--- src/rtl/pc_seq.sv ---
// pc_seq: program-counter sequencer advanced once per rising edge of a slow tick.
// Optional return stack (CALL/RET, stk_err, stk_level) built when PC_STACK_EN is defined.
module pc_seq #(
    parameter int               WIDTH       = 16,
    parameter logic [WIDTH-1:0] RESET_VEC   = '0,
    parameter int               STACK_DEPTH = 4
) (
    input  logic             clk,
    input  logic             reset,
    input  logic             tick_in,
    input  logic [2:0]       op,
    input  logic [WIDTH-1:0] target,
    input  logic             clr_err,
    output logic [WIDTH-1:0] pc,
    output logic             stepped,
    output logic             stk_err,
    output logic [4:0]       stk_level
);

    typedef enum logic [2:0] {
        OP_INC  = 3'b000,
        OP_HOLD = 3'b001,
        OP_JMP  = 3'b010,
        OP_BR   = 3'b011,
        OP_CALL = 3'b100,
        OP_RET  = 3'b101
    } op_e;

    logic             s1_q, s2_q, s3_q;
    logic             step;
    logic [WIDTH-1:0] pc_q, pc_d, pc_inc;
    logic             stepped_q;

    // s3 delays s2 so a tick held high yields a single step
    assign step   = s2_q & ~s3_q;
    assign pc_inc = pc_q + WIDTH'(1);

`ifdef PC_STACK_EN
    localparam int AW = (STACK_DEPTH > 1) ? $clog2(STACK_DEPTH) : 1;

    logic [WIDTH-1:0] stack_q [STACK_DEPTH];
    logic [4:0]       level_q, level_d;
    logic             err_q, err_d, err_set;
    logic             push, pop, full, empty;
    logic [AW-1:0]    wr_idx, rd_idx;

    assign full   = (level_q == 5'(STACK_DEPTH));
    assign empty  = (level_q == 5'd0);
    assign wr_idx = level_q[AW-1:0];
    assign rd_idx = wr_idx - AW'(1);
`endif

    always_comb begin
        pc_d = pc_q;
`ifdef PC_STACK_EN
        push    = 1'b0;
        pop     = 1'b0;
        err_set = 1'b0;
`endif
        if (step) begin
            case (op_e'(op))
                OP_HOLD: pc_d = pc_q;
                OP_JMP:  pc_d = target;
                OP_BR:   pc_d = pc_q + target;
`ifdef PC_STACK_EN
                OP_CALL: begin
                    if (!full) begin
                        push = 1'b1;
                        pc_d = target;
                    end else begin
                        pc_d    = pc_inc;
                        err_set = 1'b1;
                    end
                end
                OP_RET: begin
                    if (!empty) begin
                        pop  = 1'b1;
                        pc_d = stack_q[rd_idx];
                    end else begin
                        pc_d    = pc_inc;
                        err_set = 1'b1;
                    end
                end
`else
                OP_CALL: pc_d = target;
                OP_RET:  pc_d = pc_inc;
`endif
                default: pc_d = pc_inc;
            endcase
        end
    end

    always_ff @(posedge clk or negedge reset) begin
        if (!reset) begin
            s1_q      <= 1'b0;
            s2_q      <= 1'b0;
            s3_q      <= 1'b0;
            pc_q      <= RESET_VEC;
            stepped_q <= 1'b0;
        end else begin
            s1_q      <= tick_in;
            s2_q      <= s1_q;
            s3_q      <= s2_q;
            pc_q      <= pc_d;
            stepped_q <= step;
        end
    end

`ifdef PC_STACK_EN
    // Set beats clear when both land on the same edge
    always_comb begin
        level_d = level_q;
        if (push)
            level_d = level_q + 5'd1;
        else if (pop)
            level_d = level_q - 5'd1;
        err_d = err_set | (err_q & ~clr_err);
    end

    always_ff @(posedge clk or negedge reset) begin
        if (!reset) begin
            level_q <= 5'd0;
            err_q   <= 1'b0;
        end else begin
            level_q <= level_d;
            err_q   <= err_d;
        end
    end

    // Entries need no reset: level_q alone decides which are valid
    always_ff @(posedge clk) begin
        if (push)
            stack_q[wr_idx] <= pc_inc;
    end

    assign stk_err   = err_q;
    assign stk_level = level_q;
`else
    logic unused_clr;
    localparam int unused_depth = STACK_DEPTH;
    assign unused_clr = clr_err;
    assign stk_err    = 1'b0;
    assign stk_level  = 5'd0;
`endif

    assign pc      = pc_q;
    assign stepped = stepped_q;

endmodule

--- config.mk ---
export PLATFORM = sky130hd
export DESIGN_NAME = pc_seq
export DESIGN_NICKNAME = d
export VERILOG_FILES = /design/src/rtl/pc_seq.sv
export SDC_FILE = /design/constraint.sdc
export NUM_CORES = 1
export LEC_CHECK = 0
export CAP_MARGIN = 15
export CORE_MARGIN = 2
export CORE_UTILIZATION = 30
export CTS_CLUSTER_SIZE = 40
export DETAILED_ROUTE_END_ITERATION = 6
export DONT_BUFFER_PORTS = 1
export SYNTH_ARGS = -nofsm -noshare
export SYNTH_HDL_FRONTEND = slang
export SYNTH_SLANG_ARGS = --single-unit
--- constraint.sdc ---
create_clock -name clk -period 2.1 [get_ports clk]
set_input_delay 0.42 -clock clk [delete_from_list [all_inputs] [get_ports clk]]
set_output_delay 0.42 -clock clk [all_outputs]
set_load 0.005 [all_outputs]
== Yosys cells after proc, flatten, opt, wreduce, memory -nomap -nowiden ==
Cells that the tools add are included.

* Register bits: 20
* Input bits: 23
* Output and inout bits: 23
* Word-level logic and storage cells: 17

* Add/sub/neg operators: 2
* Eq/ne operators: 4
* Multiplexer cells: 1
* Bitwise logic cells: 3
* Reduce and logical (&&, ||, !) cells: 2

{| class="wikitable"
|+ Operators by type and width
! kind !! number
|-
| case mux 16 bit (3 select lines) || 1
|-
| adder 16 x 1 -> 16 bit, second input constant || 1
|-
| adder 16 bit || 1
|-
| == test 3 x 2 -> 1 bit, second input constant || 2
|-
| == test 3 x 1 -> 1 bit, second input constant || 1
|-
| == test 3 bit, second input constant || 1
|-
| inverter 1 bit || 2
|-
| AND reduction 2 bit || 1
|-
| OR reduction 2 bit || 1
|-
| bitwise AND 1 bit || 1
|}

== Logic depth before layout (Yosys ltp) ==
Gate-level depths: netlist of the first run.

* Depth in word-level cells: 3
* Depth in mapped cells: 12
* Depth with buffers taken out: 10

== Worst setup path before layout of the first run ==
Ideal clock, no wire load.

* Kind: input-to-reg
* Start point: input port op[2]
* End point: register pc_q[14], in the netlist pc[14]
* Setup time: 0.127 ns
* Data arrival time: 2.705 ns
* Required time: 1.973 ns
* Path slack: -0.732 ns
* Stages on the path: 11
* Path buffers: 1
* Cell sequence: nand2b_1 > nor2_1 > clkbuf_1 > and2_1 > ha_1 > and3_2 > a221oi_2 > o211ai_2 > a311oi_2 > xor2_1 > o21ai_1

* Word-level cells in the longest chain between the ends: 3
* Elaborated cells between the ends (all ways): 8
* Those cells by class: eq/ne: 4; mux: 1; bitwise: 1; reduce/logical: 2

{| class="wikitable"
|+ Ends and longest elaborated chain
! element !! RTL line !! text
|-
| start, declared || 11 || <nowiki>input logic [2:0] op,</nowiki>
|-
| == test 3 bit (tied with other cells) || 61 || <nowiki>case (op_e'(op))</nowiki>
|-
| OR reduction 2 bit (no line) / inverter 1 bit (equally long branches) || -- ||
|-
| case mux 16 bit (3 select lines) / AND reduction 2 bit (equally long branches) || -- ||
|-
| end signal, assigned || 104 || <nowiki>pc_q <= pc_d;</nowiki>
|-
| end, declared || 31 || <nowiki>logic [WIDTH-1:0] pc_q, pc_d, pc_inc;</nowiki>
|}

Several ways; a longest one is shown, not always the timed one.
A chain may end at the register's enable or synchronous reset.

== Worst setup path after layout of the first run ==
* Start point: input port op[2]
* End point: register pc_q[6], in the netlist pc[6]

Same word-level chain as after synthesis.

==> impl_metrics.csv, run 1 <==
group,metric,value,unit
run_status,status,"finished, violations left",
run_status,violations,"negative setup slack",
floorplan,core.rowCount,27,
global_route,grt_start_max_net_pins,21,
synthesis,yosysTopAreaCell,"dfrtp_1",
global_route,overflow,0,
final_layout,fin_nets,281,
placement,portBuffers,0,
setup_path,crit_path_cell_trace,"nand2b_4 -> or3_1 -> ha_2 -> fa_2 -> a21o_1 -> a221oi_4 -> buf_4 -> buf_6 -> xor2_1 -> nor2_1 -> a21oi_1 -> o21ai_1",
setup_path,ff2ff_path_depth,10,
floorplan,die_area,6260,um^2
timing,worst_slack,-0.295,ns
setup_path,critPathMaxStageDelay,0.34,ns
floorplan,die_width,79.1,um
clock_tree,worstSkewPairLatency,0.27,ns
clock_tree,cts_max_path_buffers,2,
setup_path,endpoint,"pc[6]",
clock_tree,cts.clk_slew.worst_paths,0.09,ns
global_route,track_usage,15.9,%
hold_path,hold_class,"input port to flip-flop",
setup_path,cp.required,2.26,ns
route,ant_nets,0,
placement,dp_hpwl,3660,um
synthesis,postSynthAreaPerCell,8.69,um^2
synthesis,synth_seq_cells,20,
pwr,vdd_ir_drop_max,0.000440,V
global_route,grt_pass1_vias,1611,
route,wl_per_cell,16.2,um
timing,min_period_over_period,114,%
final_layout,multi_input_area,1370,um^2
setup_path,crit_cells,12,
route,drtIter0Drc,62,
timing,rsz0062_at_grt,"yes",
synthesis,synth_flop_cell,"dfrtp_1",
floorplan,start_util,31.0,%
synthesis,yosysUniqueCellTypes,43,
setup_path,start_kind,"input port",
floorplan,ios,46,
timing,final-max-slew-violation-count,0,
setup_path,crit_type,"input port to flip-flop",
final_layout,regArea,500,um^2
clock_tree,cts-root-buf,"clkbuf_8",
global_route,antenna_found_initial,0,
synthesis,synth_common_cells,"dfrtp_1, o21ai_0, a21oi_1",
synthesis,syn_inst,195,
clock_tree,cts_tree,"yes",
synthesis,netlist_area,1690,um^2
timing,worstMarginPinSlew,0.988,ns
setup_path,worstPathMaxFanout,2,
setup_path,critPathSlowestCell,"fa_2",
synthesis,netlist.area_leader.share,29.5,%
run,cap_viol_max_count,0,
setup_path,reg2reg_slack,-0.11,ns
synthesis,async_reset_ff_share,100,%
timing,holdWs,0.174,ns
final_layout,area_delta_synth_final,41.7,%
timing,setup_viol,9,
setup_path,cp-end-kind,"flip-flop",
global_route,grt_pass1_wl,7960,um
pwr,leakagePower,1.08,nW
final_layout,diodes,0,
setup_path,arrival,2.55,ns
pwr,power.density,736,nW/um^2
synthesis,yosysWarningCount,0,
setup_path,crit_family,"compound AO/OA/AOI/OAI gates",
setup_path,crit_start,"op[2]",
synthesis,ys_top_cells_by_area,"dfrtp_1, ha_1, o21ai_0",
clock_tree,cts_sinks,20,
timing,maxSlewHeadroom,33.9,%
setup_path,r2r-end,"pc[6]",
route,drcViolationCount,0,
synthesis,ys_seq_area_share,29.5,%
timing,min_period,2.39,ns
timing,hold_violations,0,
route,drt_first_pass_iters,4,
placement,finalWeightedCongestion,0.815,
route,vias_per_cell,5.14,
clock_tree,numCtsBuffers,3,
setup_path,cp.buffers_inverters,2,
route,dr_total_vias,1604,
final_layout,layout.cells.non_filler,312,
route,drt_wl_total,5060,um
final_layout,fill_cells,544,
timing,fmax,0.418,GHz
pwr,total_power,1.77,mW
floorplan,core-area,5470,um^2
floorplan,die_h,79.1,um
synthesis,synth_edf_count,0,
setup_path,r2r_start,"pc[0]",
timing,skew,0.00222,ns
placement,placed_cells_incl_taps,301,
final_layout,drive_gt1_share,37.9,%
clock_tree,htree_levels,1,
==> how the worst min path moves through the flow <==
| stage | start | end | cells past startpoint |
|---|---|---|---|
| 2_1_floorplan | reset | pc[0] | 0 |
| 3_3_place_gp | reset | pc[12] | 0 |
| 3_5_place_dp | reset | pc[12] | 0 |
| 4_1_cts | tick_in | s1_q | 0 |
| 5_1_grt | tick_in | s1_q | 0 |
| 6_report | tick_in | s1_q | 0 |
==> logic make-up after synthesis <==
family | synth area share, %
AND/OR/NAND/NOR | 18.7
adder cells (fa/ha/maj) | 12.3
AO/OA/AOI/OAI | 26.0
XOR/XNOR | 6.20
buffers and inverters | 4.73
multiplexers | 2.36
flip-flops | 29.5
other | 0.221
==> through the flow <==
| stage | instance area [um^2] | setup slack (ns) | util, % | TNS (ns) |
|---|---|---|---|---|
| detailed placement | 2060 | -0.715 | 37.7 | -6.14 |
| CTS | 2200 | -0.289 | 40.3 | -1.43 |
| global route | 2400 | -0.383 | 43.9 | -2.48 |
| global placement | 2060 | -0.695 | 37.7 | -5.67 |
| floorplan | 1730 | -0.597 | - | -3.16 |
| finish | 2400 | -0.295 | 43.9 | -1.53 |
==> cell type report <==
type,count,area share (%)
clock buffer,3,1.72
inverter,2,0.313
multi-input combinational,165,56.9
sequential,20,20.8
tap,72,3.75
timing repair buffer,50,16.5
==> sequential cells by signal (all words and copies together) (netlist names) <==
| name | count |
|---|---|
| s2_q | 1 |
| s1_q | 1 |
| stepped | 1 |
| s3_q | 1 |
| pc | 16 |
==> worst reg2reg max path: cells and delay by family, from the launching register on <==
kind            cells  cell delay, ns
compound gates      4            0.67
fa+ha+maj           2            0.54
flops               1            0.40
buf+inv             2            0.25
xor+xnor            1            0.17
simple gates        1            0.07
==> routing by layer <==
metal / track usage (%) / routed length (um)
met5: 0 / 0
met4: 2.59 / 40
met3: 3.98 / 255
met2: 28.3 / 2600
met1: 19.6 / 2170
==> layout by cell type, fill, tap and decap left out, types with 2 or more instances in the layout <==
cell	n
o21ai_2	4
and2_1	11
nand2_1	10
buf_4	44
a22oi_1	7
nand4_1	4
and2_4	4
nor2_1	7
clkbuf_8	3
nand2b_1	3
nor2_4	3
nor2b_1	3
buf_6	5
a21o_1	5
inv_1	2
or3_1	2
nand3_1	2
a21oi_2	3
o21ai_1	9
dfrtp_1	20
a21oi_1	13
ha_4	5
o21ai_0	8
xnor2_1	2
ha_1	9
mux2i_1	4
conb_1	6
xor2_1	8
o21a_1	2
==> power breakdown <==
| part | internal (mW) | switching, mW |
|---|---|---|
| combinational | 0.475 | 0.436 |
| sequential | 0.477 | 0.0996 |
| clock | 0.128 | 0.151 |
==> timing repair <==
| item | CTS | global route |
|---|---|---|
| setup buffers | 4 | 5 |
| resized for setup | 24 | 31 |
| hold buffers | 1 | 0 |
| endpoints found under the hold margin | 20 | 0 |
| pin swaps | 20 | 16 |
| setup endpoints to repair | 11 | 12 |
Note: power is estimated with default switching activity, not from simulation.
==> run 2: changes to the inputs <==
--- a/config.mk
+++ b/config.mk
@@ -5,9 +5,10 @@
 export SDC_FILE = /design/constraint.sdc
 export NUM_CORES = 1
 export LEC_CHECK = 0
-export CAP_MARGIN = 15
+export CAP_MARGIN = 20
 export CORE_MARGIN = 2
 export CORE_UTILIZATION = 30
+export CTS_CLUSTER_DIAMETER = 120
 export CTS_CLUSTER_SIZE = 40
 export DETAILED_ROUTE_END_ITERATION = 6
 export DONT_BUFFER_PORTS = 1
==> impl_metrics.csv, run 2 (synthesized netlist as in run 1, its figures left out) <==
group,metric,value,unit
timing,setup-tns-final,-1.53,ns
timing,min_period,2.39,ns
floorplan,core-area,5470,um^2
clock_tree,cts_sinks,20,
floorplan,start_util,31.0,%
hold_path,hold_end,"s1_q",
placement,dp_hpwl,3660,um
setup_path,cp-end-kind,"flip-flop",
placement,dp_slack,-0.715,ns
global_route,grt_start_max_net_pins,21,
final_layout,fin_nets,282,
setup_path,r2r_start,"pc[0]",
floorplan,die_h,79.1,um
timing,skew,0.00201,ns
timing,fmax,0.418,GHz
pwr,vdd_ir_drop_max,0.000439,V
route,wl_per_cell,16.1,um
route,drtIter0Drc,72,
setup_path,r2r-end,"pc[6]",
global_route,track_usage,15.9,%
clock_tree,cts.clk_slew.worst_paths,0.09,ns
setup_path,crit_type,"input port to flip-flop",
setup_path,start_kind,"input port",
route,ant_nets,0,
pwr,power.density,732,nW/um^2
route,vias_per_cell,5.15,
clock_tree,cts_tree,"yes",
setup_path,worstPathMaxFanout,2,
final_layout,largest_reg_flops,16,
placement,finalWeightedCongestion,0.815,
setup_path,reg2reg_slack,-0.11,ns
floorplan,die_width,79.1,um
timing,worst_slack,-0.294,ns
placement,portBuffers,0,
final_layout,drive_gt1_share,38.2,%
clock_tree,cts-root-buf,"clkbuf_8",
timing,final-max-slew-violation-count,0,
run,cap_viol_max_count,0,
hold_path,holdPathStages,0,
timing,hold_violations,0,
timing,maxSlewHeadroom,55.2,%
clock_tree,worstSkewPairLatency,0.27,ns
hold_path,hp-start,"tick_in",
global_route,antenna_found_initial,0,
run_status,violations,"negative setup slack",
floorplan,core.rowCount,27,
clock_tree,cts_max_path_buffers,2,
global_route,grt_pass1_wl,7960,um
setup_path,arrival,2.55,ns
floorplan,ios,46,
final_layout,diodes,0,
route,drt_wl_total,5040,um
run_status,status,"finished, violations left",
setup_path,cp.required,2.26,ns
setup_path,ff2ff_path_depth,10,
final_layout,layout_common_cells,"buf_4, dfrtp_1, a21oi_1",
placement,placed_cells_incl_taps,301,
route,drcViolationCount,0,
clock_tree,numCtsBuffers,3,
global_route,grt_pass1_vias,1611,
final_layout,area_delta_synth_final,42.6,%
timing,rsz0062_at_grt,"yes",
timing,min_period_over_period,114,%
global_route,overflow,0,
timing,setup_viol,9,
floorplan,die_area,6260,um^2
clock_tree,htree_levels,1,
route,drt_first_pass_iters,4,
timing,worstMarginPinSlew,0.670,ns
pwr,leakagePower,1.09,nW
final_layout,layout.cells.non_filler,313,
hold_path,hold_class,"input port to flip-flop",
route,dr_total_vias,1611,
final_layout,final_common_cell,"buf_4",
[run 2: cell count changes in the layout (fill, tap and decap cells not counted)]
cell / before / now
buf_8: 0 / 1
[run 2: area by class of cell]
class	count	area, um^2
well taps	72	90.1
inverters	2	7.51
flip-flops and latches	20	500
clock buffers	3	41.3
fillers	543	3060
repair buffers	51	412
multi-input cells	165	1370
[run 2: worst max path at each step]
stage,slack [ns],from,cells after the start,end
4_1_cts,-0.29,op[2],10,pc[12]
5_1_grt,-0.38,op[2],12,pc[6]
3_5_place_dp,-0.72,op[2],10,pc[14]
6_report,-0.29,op[2],12,pc[6]
2_1_floorplan,-0.60,op[2],10,pc[14]
3_3_place_gp,-0.70,op[2],10,pc[14]
[run 2: per-stage QoR]
step | area (um^2) | hold WS (ns) | total power, mW | util [%]
5_1_grt | 2420 | 0.156 | 1.91 | 44.1
3_5_place_dp | 2060 | 0.125 | 1.34 | 37.7
3_3_place_gp | 2060 | 0.125 | 1.33 | 37.7
4_1_cts | 2200 | 0.169 | 1.68 | 40.3
2_1_floorplan | 1730 | 0.124 | 1.01 | -
6_report | 2420 | 0.174 | 1.77 | 44.1
[run 2: what timing repair did]
action | CTS | global route
gates cloned | 0 | 0
endpoints found under the setup margin | 11 | 12
buffers inserted | 4 | 5
pin swaps | 20 | 16
gates resized for setup | 24 | 31
endpoints found under the hold margin | 20 | 0
hold buffers | 1 | 0
[run 2: routing by layer]
metal	up-vias	global-route usage, %	wire length [um]
li1	798	-	-
met1	773	19.6	2130
met2	36	28.3	2600
met3	4	3.98	265
met4	0	2.59	40
met5	-	0	0
[run 2: critical path, cell delays in order]
cell and delay (ns):
nand2b_4 0.12, or3_1 0.31, ha_2 0.19, fa_2 0.34, a21o_1 0.22, a221oi_4 0.26
buf_4 0.16, buf_6 0.09, xor2_1 0.17, nor2_1 0.07, a21oi_1 0.12, o21ai_1 0.07
[run 2: report_power, final]
part           switching [mW]  internal (mW)
Clock                   0.151          0.128
Sequential             0.0991          0.477
Combinational           0.437          0.477
